### src/rtl/ise_smc_pipe.sv
// Purpose: per-frame MOSFET I_D/G_M evaluation; N_DEV beats are sorted on insertion
//   and the three largest or three smallest values are summed (plain or 3/4/5 weighted).
// Latency: out_valid/out_n pulse one cycle after the edge that samples beat N_DEV.
// Backpressure: none; beats offered while the one-cycle DONE state is active are dropped.
// Ports: clk, rst_n (async, active-low); in_valid, mode[1:0], W, V_GS, V_DS in;
//   out_valid, out_n[OUT_W-1:0] out (out_n forced to zero when out_valid is low).
module ise_smc_pipe #(
  parameter int N_DEV = 6,
  parameter int IN_W  = 3,
  localparam int VAL_W = 3 * IN_W,
  localparam int OUT_W = VAL_W + 4
) (
  input  logic             clk,
  input  logic             rst_n,
  input  logic             in_valid,
  input  logic [1:0]       mode,
  input  logic [IN_W-1:0]  W,
  input  logic [IN_W-1:0]  V_GS,
  input  logic [IN_W-1:0]  V_DS,
  output logic             out_valid,
  output logic [OUT_W-1:0] out_n
);

  // Two guard bits over VAL_W so that 2*W*V before the divide never wraps.
  localparam int PW = VAL_W + 2;
  localparam int CW = $clog2(N_DEV + 1);

  typedef enum logic [1:0] {IDLE, COLLECT, DONE} state_t;

  state_t           state_q, state_d;
  logic [CW-1:0]    cnt_q, cnt_d;
  logic [1:0]       mode_q, mode_d;
  logic [VAL_W-1:0] buf_q [N_DEV];
  logic [VAL_W-1:0] buf_d [N_DEV];
  logic             out_valid_q, out_valid_d;
  logic [OUT_W-1:0] out_n_q, out_n_d;

  // ---------------- per-beat device value ----------------
  logic             beat_sel_id;
  logic [PW-1:0]    w_x, vds_x, vov_x, id_num, gm_num;
  logic             triode;
  logic [VAL_W-1:0] beat_val;

  always_comb begin
    // The first beat of a frame uses the live mode; later beats use the latched one.
    beat_sel_id = (state_q == IDLE) ? mode[0] : mode_q[0];
    w_x   = PW'(W);
    vds_x = PW'(V_DS);
    // Cutoff maps to vov=0, which lands in the saturation branch with I_D=G_M=0.
    vov_x = (V_GS == '0) ? '0 : PW'(V_GS) - PW'(1);
    triode = (vov_x > vds_x);
    if (triode) begin
      id_num = w_x * ((PW'(2) * vov_x * vds_x) - (vds_x * vds_x));
      gm_num = PW'(2) * w_x * vds_x;
    end else begin
      id_num = w_x * vov_x * vov_x;
      gm_num = PW'(2) * w_x * vov_x;
    end
    beat_val = beat_sel_id ? VAL_W'(id_num / PW'(3)) : VAL_W'(gm_num / PW'(3));
  end

  // ---------------- descending sorted insert ----------------
  // Empty slots hold zero, which is already the correct sorted position for
  // missing entries, so no per-slot occupancy flags are needed.
  logic [N_DEV-1:0] gt;
  logic [VAL_W-1:0] ins_buf [N_DEV];

  always_comb begin
    for (int i = 0; i < N_DEV; i++) begin
      gt[i] = (beat_val > buf_q[i]);
    end
    ins_buf[0] = gt[0] ? beat_val : buf_q[0];
    for (int i = 1; i < N_DEV; i++) begin
      if (!gt[i])       ins_buf[i] = buf_q[i];
      else if (gt[i-1]) ins_buf[i] = buf_q[i-1];
      else              ins_buf[i] = beat_val;
    end
  end

  // ---------------- frame result from the final sorted buffer ----------------
  logic [OUT_W-1:0] sa, sb, sc, frame_res;

  always_comb begin
    if (mode_q[1]) begin
      sa = OUT_W'(ins_buf[0]);
      sb = OUT_W'(ins_buf[1]);
      sc = OUT_W'(ins_buf[2]);
    end else begin
      sa = OUT_W'(ins_buf[N_DEV-3]);
      sb = OUT_W'(ins_buf[N_DEV-2]);
      sc = OUT_W'(ins_buf[N_DEV-1]);
    end
    if (mode_q[0]) frame_res = OUT_W'(3) * sa + OUT_W'(4) * sb + OUT_W'(5) * sc;
    else           frame_res = sa + sb + sc;
  end

  // ---------------- FSM ----------------
  always_comb begin
    state_d     = state_q;
    cnt_d       = cnt_q;
    mode_d      = mode_q;
    buf_d       = buf_q;
    out_valid_d = 1'b0;
    out_n_d     = '0;
    unique case (state_q)
      IDLE: begin
        if (in_valid) begin
          mode_d  = mode;
          buf_d   = ins_buf;
          cnt_d   = CW'(1);
          state_d = COLLECT;
        end
      end
      COLLECT: begin
        if (in_valid) begin
          buf_d = ins_buf;
          cnt_d = cnt_q + CW'(1);
          if (cnt_q == CW'(N_DEV - 1)) begin
            state_d     = DONE;
            out_valid_d = 1'b1;
            out_n_d     = frame_res;
          end
        end
      end
      DONE: begin
        state_d = IDLE;
        cnt_d   = '0;
        for (int i = 0; i < N_DEV; i++) buf_d[i] = '0;
      end
      default: state_d = IDLE;
    endcase
  end

  always_ff @(posedge clk or negedge rst_n) begin
    if (!rst_n) begin
      state_q     <= IDLE;
      cnt_q       <= '0;
      mode_q      <= 2'b00;
      out_valid_q <= 1'b0;
      out_n_q     <= '0;
      for (int i = 0; i < N_DEV; i++) buf_q[i] <= '0;
    end else begin
      state_q     <= state_d;
      cnt_q       <= cnt_d;
      mode_q      <= mode_d;
      out_valid_q <= out_valid_d;
      out_n_q     <= out_n_d;
      buf_q       <= buf_d;
    end
  end

  assign out_valid = out_valid_q;
  assign out_n     = out_n_q;

endmodule
### config.mk
export PLATFORM = sky130hd
export DESIGN_NAME = ise_smc_pipe
export DESIGN_NICKNAME = d
export VERILOG_FILES = /design/src/rtl/ise_smc_pipe.sv
export SDC_FILE = /design/constraint.sdc
export NUM_CORES = 1
export LEC_CHECK = 0
export BUFFER_PORTS_ARGS = -buffer_cell sky130_fd_sc_hd__buf_4
export CAP_MARGIN = 5
export CORE_MARGIN = 2
export CORE_UTILIZATION = 64
export CTS_CLUSTER_DIAMETER = 150
export DETAILED_ROUTE_END_ITERATION = 10
export PLACE_DENSITY = 0.84
export SLEW_MARGIN = 20
export SYNTH_ARGS = -nofsm -noshare
export SYNTH_HDL_FRONTEND = slang
export SYNTH_SLANG_ARGS = --single-unit
### constraint.sdc
create_clock -name clk -period 22.6 [get_ports clk]
set_clock_uncertainty 0.2 [all_clocks]
set_input_delay 4.52 -clock clk [delete_from_list [all_inputs] [get_ports clk]]
set_output_delay 4.52 -clock clk [all_outputs]
set_load 0.005 [all_outputs]
## Word level (Yosys, flattened, before mapping)

Cells that the tools add are included.
W data, S select, Z words.

- Bits in latches: 0
- Bits of input ports: 14
- Bits in read-only memories: 0
- Bits in writable memories: 0
- Flip-flop bits (word level): 75
- Memories kept: 0

- Bitwise logic cells: 0
- Reduce and logical (&&, ||, !) cells: 9
- $mul: 9
- $add $sub $neg: 7
- Div/mod/pow operators: 2
- Multiplexer cells: 35
- $lt $le $gt $ge: 7
- Eq/ne operators: 7
- Shifts and indexed selects: 0

Operators by type and width:

| operator | count |
|---|---|
| $mux W9 | 15 |
| $pmux W54 S2 | 1 |
| $gt A9 B9 Y1 | 6 |
| $mux W54 | 1 |
| $add A13 B13 Y13 | 4 |
| $mux W13 | 4 |
| $mux W11 | 3 |
| $div A11 B2 Y11 const B | 2 |
| $mul A3 B11 Y11 | 2 |
| $mul A2 B13 Y13 const A | 1 |
| $mul A3 B13 Y13 const A | 1 |
| $mul A3 B3 Y6 | 2 |
| $gt A11 B3 Y1 | 1 |
| $mul A11 B11 Y11 | 1 |
| $mul A3 B11 Y10 | 1 |
| $sub A11 B6 Y11 | 1 |
| $mul A10 B3 Y10 | 1 |
| $pmux W3 S3 | 1 |
| $mux W2 | 3 |
| $mux W3 | 2 |
| $ne A2 B2 Y1 const B | 3 |
| $reduce_and A3 Y1 | 2 |
| $mux W1 | 4 |
| $pmux W2 S2 | 1 |
| other kinds (12) | 13 |

## Longest topological paths before layout

- Depth in word-level cells: 19
- Mapped depth: 85
- Mapped depth without buffers: 80

## Worst setup path before layout

OpenSTA, ideal clock, no wires.

- Kind: input-to-reg
- Start: input port V_GS[0]
- End: register out_n_q[12], in the netlist out_n[12]
- Arrival time: 20223 ps
- Setup time: 123 ps
- Buffers on the path: 4
- Cell stages on the path: 78
- Slack: 2054 ps
- Required time: 22277 ps
- Cells stage by stage: nor2_1 > ha_1 > nor3_1 > and2_1 > inv_1 > fa_1 > inv_1 > ha_1 > nor2b_1 > o21ai_0 > nand2b_1 > fa_1 > nand2_1 > fa_1 > inv_1 > fa_1 > inv_1 > fa_1 > (+42 left out) > clkbuf_1 > clkbuf_1 > a21oi_1 > a21oi_1 > fa_1 > fa_1 > fa_1 > inv_1 > fa_1 > a21o_1 > a21o_1 > a21o_1 > a21oi_1 > o21bai_1 > a21oi_1 > nor2b_1 > o21ai_0 > a21oi_1

- Longest elaborated chain between the ends: 19
- Elaborated cells on any way between the ends: 45

RTL lines:

| item | line | source |
|---|---|---|
| start, declared | 18 | `input logic [IN_W-1:0] V_GS,` |
| $sub A3 B1 Y4 or $logic_not A3 Y1 (tied branches) | 50 | `vov_x = (V_GS == '0) ? '0 : PW'(V_GS) - PW'(1);` |
| $mux W11 (*) | 50 |  |
| $mul A10 B3 Y10 | 53 | `id_num = w_x * ((PW'(2) * vov_x * vds_x) - (vds_x * vds_x));` |
| $sub A11 B6 Y11 | 53 |  |
| $mul A3 B11 Y11 | 53 |  |
| $mux W11 | 52 | `if (triode) begin` |
| $div A11 B2 Y11 | 59 | `beat_val = beat_sel_id ? VAL_W'(id_num / PW'(3)) : VAL_W'(gm_num / PW'(3));` |
| $mux W9 (*) | 59 |  |
| (+3 left out) | n/a |  |
| $mux W9 | 84 | `if (mode_q[1]) begin` |
| $mul A2 B13 Y13 | 93 | `if (mode_q[0]) frame_res = OUT_W'(3) * sa + OUT_W'(4) * sb + OUT_W'(5) * sc;` |
| $add A13 B13 Y13 (2 in series) | 93 |  |
| $mux W13 (*) | 93 |  |
| $mux W13 (*) | 118 | `if (cnt_q == CW'(N_DEV - 1)) begin` |
| $mux W13 (*) | 115 | `if (in_valid) begin` |
| $mux W13 (*) | 105 | `unique case (state_q)` |
| via out_n_d[12] | 36 | `logic [OUT_W-1:0] out_n_q, out_n_d;` |
| end signal, assigned | 147 | `out_n_q <= out_n_d;` |
| end, declared | 36 |  |

The timed path passes the listed nets; every way through them passes the cells marked *.
A chain may end at the register's enable or synchronous reset.

## Final worst setup path

- Start: input port V_GS[0]
- End: register out_n_q[10], in the netlist out_n[10]

The elaborated chain is that of the path after synthesis.

==> results.md <==
- Summed negative setup slack over all endpoints: 0 ns
- Net count, final: 1853
- Flip-flop and latch count after synthesis: 75
- Count of final hold-check violations: 0
- Initial antenna violation count: 0
- Number of distinct library cells after synthesis: just under 90
- Clk sink count: 75
- Number of buffers inserted during clock tree synthesis: 9
- Start point of the critical path: V_GS[0]
- Data required time of the critical path: approximately 23 ns
- Share of the cycle needed by the critical path after routing: 95.01%
- Total vias in the final route: 11460
- GRT Residual Overflow: 0
- Num rows: about 50
- Destination of the worst register-to-register timing path: out_n[10]
- Hold Path Stages: 2
- Layout area overhead: 6.246%
- Commonest cells post-synth: 235 x inv_1, 168 x ha_1, 153 x nand2_1
- Total routed wirelength: 33180 um
- Clk pin slew, worst setup/hold paths: 0.06 ns
- Vias in the first global route: between 10000 and 15000
- Post-synth ARST share: 100.0%
- Antenna diode count: 0
- Syn Inst Count: 1595
- DRC violations left: 0
- Reg2reg path depth: 54
- Detailed-router iteration count before antenna repair: 7
- Average detailed-routed wire length per instance: 17.87 um
- Worst stage delay on the critical path: 0.57 ns
- Number of setup violations in the final report: 0
- Remaining antenna violation count after routing: 0
- Worst Tran Pin Value: between 1 and 1.5 ns
- Most common cell type on the critical path: fa_1
- Setup crit end: out_n[10]
- Commonest register cell after synthesis: dfrtp_1
- Clock latency reported for the late side of the worst-skew pair: 0.35 ns
- Launch instance of the worst register-to-register path: state_q[1]
- Initial standard-cell utilization of the core: 65.36%
- Worst Setup End Kind: flip-flop
- Number of buffers inserted by port buffering: 27
- Nets in the synthesized netlist: around 1900
- Run status: finished, final reports clean
- Fraction of layout cells with a size suffix above 1: roughly 7.7%
- H-Tree Level Count: 3
- Core Area: 19460 um2
- Clock buffer depth: 2
- Worst-case setup slack after placement: 0.3791 ns
- Cell type with the highest aggregate area in the netlist: ha_1
- Number of enable flip-flop cells after synthesis: 0
- GRT Util Overall: 31.81%
- Io pins: 28
- Time the final worst path needs with I/O delays and setup: 21.47 ns
- Reg-to-reg slack, setup: 10.26 ns
- Fillcell total: 1482
- Largest cells by area after synthesis: ha_1 17%, dfrtp_1 15%, fa_1 13%, inv_1 6.9%, nand2_1 4.5%
- Max-slew violation count: 0
- Root Driver: clkbuf_16
- Most common cell in the netlist: inv_1
- Sequential element share of the synthesized area: 14.76%
- Routability congestion estimate from global placement: 0.9333
- Type of the tightest min-delay check: flip-flop to flip-flop
- Placed wire-length estimate after detailed placement: around 25000 um
- Ys Warns: 0
- Highest-delay cell along the critical path: fa_1
- Area of the die: 21020 um2
- Post-Synthesis Cell Area: 12720 um2
- Final critical-path setup slack: between 1 and 1.5 ns
- Global-route wire length before repair: 55280 um
- Critical path type: primary input to flip-flop
- Critical Path Fanout Max: 18
- Startpoint type of the worst setup path: primary input
- Slew margin rel.: 29.60%
- Maximum number of pins on one net before global-route repair: 92
- Vert. Die Dim: roughly 140 um
- Endpoint arrival time on the critical path: around 22 ns
- Starting DRT DRC Count: roughly 1200
- Max Cap Viol: 0
- Maximum operating frequency: 0.04657 GHz
- Area fraction of the dominant cell type after synthesis: 16.53%
- Number of vias per cell: 6.171
- Die width: 145.0 um
- TritonCTS clock tree: done
- Mean cell area of the mapped netlist: 7.975 um2
flip-flops by register name (all words and copies together), names as in the netlist:
name       flops
state_q        2
out_n         13
buf_q         54
mode_q         2
out_valid      1
cnt_q          3
worst min path at each step:
stage               startpoint  endpoint  slack, ns
floorplan             buf_q[1]  buf_q[1]       0.25
global placement      buf_q[1]  buf_q[1]       0.26
detailed placement    buf_q[1]  buf_q[1]       0.28
CTS                   buf_q[1]  buf_q[1]       0.30
global route          buf_q[1]  buf_q[1]       0.34
finish                buf_q[1]  buf_q[1]       0.30
per-stage QoR:
stage	cells	hold slack, ns	cell area (um2)	utilization (%)
CTS	1854	0.2973	13430	69.02
detailed placement	1838	0.2757	13130	67.46
floorplan	1595	0.2485	12720	-
global placement	1838	0.2642	13130	67.46
finish	1857	0.2998	13510	69.44
global route	1857	0.3350	13510	69.44
cells in the final DEF (no fill, tap or decap), types with 5 or more instances in the layout:
| cell type | Yosys | layout |
|---|---|---|
| a31oi_1 | 13 | 13 |
| xor2_1 | 14 | 14 |
| inv_1 | 235 | 233 |
| o211ai_1 | 11 | 11 |
| nand2_1 | 153 | 153 |
| nand3_1 | 22 | 22 |
| o21ai_0 | 80 | 80 |
| fa_1 | 84 | 84 |
| o21bai_1 | 7 | 7 |
| o21ai_1 | 6 | 6 |
| ha_1 | 168 | 167 |
| o31ai_1 | 35 | 35 |
| o31a_1 | 8 | 6 |
| clkbuf_16 | 0 | 9 |
| mux2i_1 | 52 | 50 |
| mux2_2 | 18 | 18 |
| a22oi_1 | 5 | 5 |
| and3_1 | 7 | 7 |
| a21oi_1 | 105 | 104 |
| nor2b_1 | 28 | 28 |
| dfrtp_1 | 75 | 75 |
| a211oi_1 | 12 | 12 |
| nor2_1 | 138 | 137 |
| a21o_1 | 23 | 23 |
| nand2b_1 | 31 | 31 |
| and2_1 | 30 | 30 |
| nor3_1 | 16 | 15 |
| o22ai_1 | 10 | 10 |
| buf_4 | 1 | 42 |
| a211o_1 | 10 | 10 |
| xnor2_1 | 40 | 40 |
| o21a_1 | 6 | 5 |
| nand4_1 | 8 | 8 |
logic make-up after synthesis:
group | count (synthesis) | share of synthesized area (%)
compound gates | 386 | 20.26
flops | 75 | 14.76
xor+xnor | 56 | 4.072
fa+ha+maj | 252 | 29.75
buf+inv | 303 | 9.030
mux | 71 | 5.794
simple gates | 452 | 16.34
per-layer routing:
metal	global-route usage [%]	share of wire (%)	vias to the layer above	wire [um]
met4	10.30	2.6	0	861
met1	42.48	43	5445	14360
li1	-	-	5401	-
met3	5.597	8.1	92	2680
met5	0	0	-	0
met2	52.62	46	521	15280
final cells by class:
type | count | area [um2] | share of cell area, %
Inverter | 241 | 914.6 | 6.768
Clock inverter | 6 | 63.81 | 0.4722
Timing Repair Buffer | 43 | 342.8 | 2.537
Clock buffer | 10 | 239.0 | 1.768
Sequential cell | 75 | 1877 | 13.89
Tap cell | 265 | 331.6 | 2.453
Multi-Input combinational cell | 1217 | 9746 | 72.11
worst max-delay path: cells and delay by family:
| family | cells | cell delay, ns |
|---|---|---|
| AOI/OAI and AO/OA | 28 | 5.43 |
| muxes | 2 | 0.46 |
| and+or+nand+nor | 19 | 2.64 |
| xor gates and xnor gates | 1 | 0.14 |
| buffers and inverters | 12 | 1.43 |
| adders and majority gates | 16 | 6.89 |
repair_timing:
action,in CTS,in global routing
setup endpoints to repair,0,6
buffers inserted,0,2
gates resized for setup,0,12
hold buffers,0,0
Power is not shown: default switching activity piles up to over one toggle a cycle in this logic, so the estimate is an artifact.
